File: config.mk
export PLATFORM = sky130hd
export DESIGN_NAME = seq_vickrey_auction
export DESIGN_NICKNAME = d
export VERILOG_FILES = /design/src/rtl/seq_vickrey_auction.sv
export SDC_FILE = /design/constraint.sdc
export NUM_CORES = 1
export LEC_CHECK = 0
export CAP_MARGIN = 0
export CORE_MARGIN = 4
export CORE_UTILIZATION = 44
export CTS_BUF_LIST = sky130_fd_sc_hd__clkbuf_16
export DETAILED_ROUTE_END_ITERATION = 10
export PLACE_DENSITY_LB_ADDON = 0.12
export SLEW_MARGIN = 15
export SYNTH_ARGS = -nofsm -noshare
export SYNTH_HDL_FRONTEND = slang
export SYNTH_SLANG_ARGS = --single-unit
File: constraint.sdc
create_clock -name clk -period 2.13 [get_ports clk]
set_input_delay 0.639 -clock clk [delete_from_list [all_inputs] [get_ports clk]]
set_output_delay 0.639 -clock clk [all_outputs]
set_load 0.005 [all_outputs]
File: src/rtl/seq_vickrey_auction.sv
// Sequential second-price (Vickrey) auction: collects 2**N bids in index order,
// reports the highest bidder and the second-highest bid as the price paid.
//
// state   | meaning
// IDLE    | waiting for start; last results held on winner/win_price
// COLLECT | accepting one bid per bid_valid cycle, index 0..2**N-1
// DONE    | one-cycle done pulse with results valid
module seq_vickrey_auction #(
    parameter int N = 3,
    parameter int W = 3
) (
    input  logic         clk,
    input  logic         rst,
    input  logic         start,
    input  logic         bid_valid,
    input  logic [W-1:0] bid,
    output logic         bid_ready,
    output logic [N-1:0] bid_idx,
    output logic         busy,
    output logic         done,
    output logic [N-1:0] winner,
    output logic [W-1:0] win_price
);

    typedef enum logic [1:0] {IDLE, COLLECT, DONE} state_t;

    localparam logic [N-1:0] LAST_IDX = '1;

    state_t       state, state_nxt;
    logic [W-1:0] best, second;
    logic [W-1:0] best_nxt, second_nxt;
    logic [N-1:0] winner_nxt;
    logic         accept;
    logic         last_bid;

    always_comb begin
        state_nxt  = state;
        best_nxt   = best;
        second_nxt = second;
        winner_nxt = winner;
        accept     = (state == COLLECT) && bid_valid;
        last_bid   = (bid_idx == LAST_IDX);

        // Strictly-greater update keeps ties on the lowest index.
        if (bid > best) begin
            second_nxt = best;
            best_nxt   = bid;
            winner_nxt = bid_idx;
        end else if (bid > second) begin
            second_nxt = bid;
        end

        case (state)
            IDLE:    if (start) state_nxt = COLLECT;
            COLLECT: if (accept && last_bid) state_nxt = DONE;
            DONE:    state_nxt = IDLE;
            default: state_nxt = IDLE;
        endcase
    end

    assign bid_ready = (state == COLLECT);
    assign busy      = (state != IDLE);
    assign done      = (state == DONE);

    always_ff @(posedge clk) begin
        if (rst) begin
            state     <= IDLE;
            bid_idx   <= '0;
            best      <= '0;
            second    <= '0;
            winner    <= '0;
            win_price <= '0;
        end else begin
            state <= state_nxt;
            case (state)
                IDLE: begin
                    if (start) begin
                        bid_idx   <= '0;
                        best      <= '0;
                        second    <= '0;
                        winner    <= '0;
                        win_price <= '0;
                    end
                end
                COLLECT: begin
                    if (accept) begin
                        best    <= best_nxt;
                        second  <= second_nxt;
                        winner  <= winner_nxt;
                        bid_idx <= bid_idx + 1'b1;
                        // Capture with the final bid folded in so the price is valid during done.
                        if (last_bid) win_price <= second_nxt;
                    end
                end
                DONE: win_price <= second;
                default: ;
            endcase
        end
    end

endmodule

==> impl_metrics.toml <==
[floorplanning]
start_util = 0.467
fp-row-count = 18
coreArea_sq_um = 2520
die_w_um = 59.8
dieHeight_um = 59.8
dieArea_sq_um = 3570
io-pin-count = 19

[synthesis]
synth_area_leaders = "dfxtp_1 (29%), ha_1 (13%), a21oi_1 (4.2%), nand3_1 (3.8%), a211oi_1 (3.8%)"
async_reset_ff_frac = 0
yosys_warnings = 0
synth-edff-count = 0
synth.cell_area_sq_um = 1180
synthCells = 135
yosysMostFrequentCell = "dfxtp_1"
synthFlopType = "dfxtp_1"
yosysTopAreaCell = "dfxtp_1"
synth_fp_nets = 154
syn_area_per_cell_sq_um = 8.73
synthDistinctLibCells = 40
synth.cells.most_frequent = "dfxtp_1 (17), ha_1 (12), a21oi_1 (10)"
synth_top_area_share = 0.289
yosysSeqAreaShare = 0.289
ys_ff_latch = 17

[placement]
io_buffer_count = 18
gp_congestion = 0.766
place_area_sq_um = 1460
dp_hpwl_um = 2210

[clock_tree]
cts.sinks = 17
postCtsSetupBuffers = 0
htreeDepth = 1
clk_pin_slew_ns = 0.05
clock-root-buffer = "clkbuf_16"
ctsHoldBuffers = 0
worst_skew_pair.late_latency_ns = 0.25
cts_buffers = 3
cts_tree = "done"
clk_path_buf_depth = 2

[layout]
fill_cells = 210
fin_area_sq_um = 1670
drive_gt1_frac = 0.301
diodes = 0
area_growth_pct = 41.4
num-nets-final = 183

[setup_path]
cp.buffers_inverters = 2
critPathKind = "register to primary output"
critPathRequiredTime_ns = 1.49
reg2reg_slack_ns = 0.27
slowest_stage = "clkdlybuf4s50_1"
critPathTopFamily = "buffers and inverters"
cp_slowest_stage_delay_ns = 0.54
crit_chain = "inv_1 -> ha_1 -> clkdlybuf4s50_1"
arrival_ns = 1.46
start_kind = "register"
endpoint_kind = "primary output"
path_max_fanout = 4

[global_route]
antenna_found_initial = 0
globalRouteTotalUtil = 0.188
grt_max_degree = 12
grt_pass1_wl_um = 5090
grt_pass1_vias = 1120
grt_overflow = 0

[sta]
worstMarginPinSlew_ns = 0.441
rsz0062_at_grt = "false"
fin_crit_ns = 2.10
worst_clock_skew_ns = 0.00130
setup_viol = 0
slew_violations = 0
fin_crit_sh = 0.985
max-slew-margin-rel = 0.705
hold_viol_final = 0
fmax_mhz = 477

[job]
drv_cap = 0

[pwr]
peakVddDrop_v = 0.000598
total_power_mw = 0.969
p_leak_nw = 0.632
power.density_nw_per_um2 = 582

[routing]
drt_iter0_drc = 27
vias = 1132
wire_per_inst_um = 16.2
drt.antenna.violating_nets = 0
first_pass_iters = 4
routed_wl_um = 3120
drc = 0
viasPerCell = 5.87

[hold_path]
hp-class = "register to register"

[run_status]
status = "completed"
[placed cells by master, fill, tap and decap left out, types with 3 or more instances in the layout]
| master | n |
|---|---|
| a21oi_1 | 10 |
| buf_4 | 14 |
| o21ai_0 | 7 |
| clkbuf_16 | 3 |
| a211oi_1 | 6 |
| ha_1 | 8 |
| inv_1 | 8 |
| nor3_1 | 3 |
| a221oi_2 | 3 |
| clkdlybuf4s50_1 | 14 |
| and3_4 | 3 |
| nand3_1 | 7 |
| dfxtp_1 | 15 |
| nand2_1 | 8 |
[routing by layer]
layer / track usage / vias up / routed length [um]
met5: 0 / - / 0
met3: 0.0497 / 6 / 114
met4: 0.0728 / 0 / 39
met1: 0.247 / 527 / 1500
li1: - / 575 / -
met2: 0.292 / 24 / 1470
[final cells by class]
cell class                 count  area, sq um  share of cell area
clock buffer                   3         75.1              0.0450
sequential                    17          343               0.206
inverter                       9         33.8              0.0203
multi-input combinational    100          875               0.525
clock inverter                 1         3.75             0.00225
tap                           30         37.5              0.0225
timing repair buffer          33          299               0.179
[metrics by stage]
step / setup TNS, ns / util / setup WS [ns] / hold WS (ns) / cells
global route: 0 / 0.661 / 0.000198 / 0.515 / 193
finish: 0 / 0.661 / 0.0315 / 0.475 / 193
CTS: 0 / 0.650 / 0.0288 / 0.474 / 193
global placement: -4.83 / 0.580 / -0.478 / 0.453 / 189
detailed placement: -5.22 / 0.580 / -0.488 / 0.454 / 189
floorplan: 0 / - / 0.180 / 0.457 / 135
[power by group]
part / switching (mW) / internal, mW / leakage (nW)
clock network: 0.123 / 0.249 / 0.0423
logic: 0.142 / 0.123 / 0.451
registers: 0.00726 / 0.325 / 0.138
total: 0.272 / 0.697 / 0.632
[worst paths after layout]
check,startpoint,to,depth (start not counted)
worst max-delay path,state[0]$_SDFFE_PP0P_,done,3
worst min-delay path,win_price[1]$_SDFFE_PP0P_,win_price[1]$_SDFFE_PP0P_,2
worst max register to register,best[2]$_SDFFE_PP0P_,win_price[0]$_SDFFE_PP0P_,6
worst min register to register,win_price[1]$_SDFFE_PP0P_,win_price[1]$_SDFFE_PP0P_,2
[registers in the layout, summed over array words and instances (netlist names)]
| name | count |
|---|---|
| state | 2 |
| win_price | 3 |
| winner | 3 |
| second | 3 |
| best | 3 |
| bid_idx | 3 |
[worst min-delay path, stage by stage (launching register included)]
cell and delay, ns:
dfxtp_1 0.33, nand2_1 0.05, o221ai_1 0.06
[cell families after synthesis]
logic type,Yosys count,synth area share
multiplexers,1,0.0127
buffers and inverters,18,0.0679
adder cells (fa/ha/maj),12,0.127
AO/OA/AOI/OAI,48,0.308
AND/OR/NAND/NOR,39,0.195
flip-flops,17,0.289
[repair_timing]
item,CTS,global route
resized for setup,24,6
endpoints found under the setup margin,13,9
cloned,0,0
pin swaps,13,3
No activity file was read; power rests on OpenSTA's default activity.
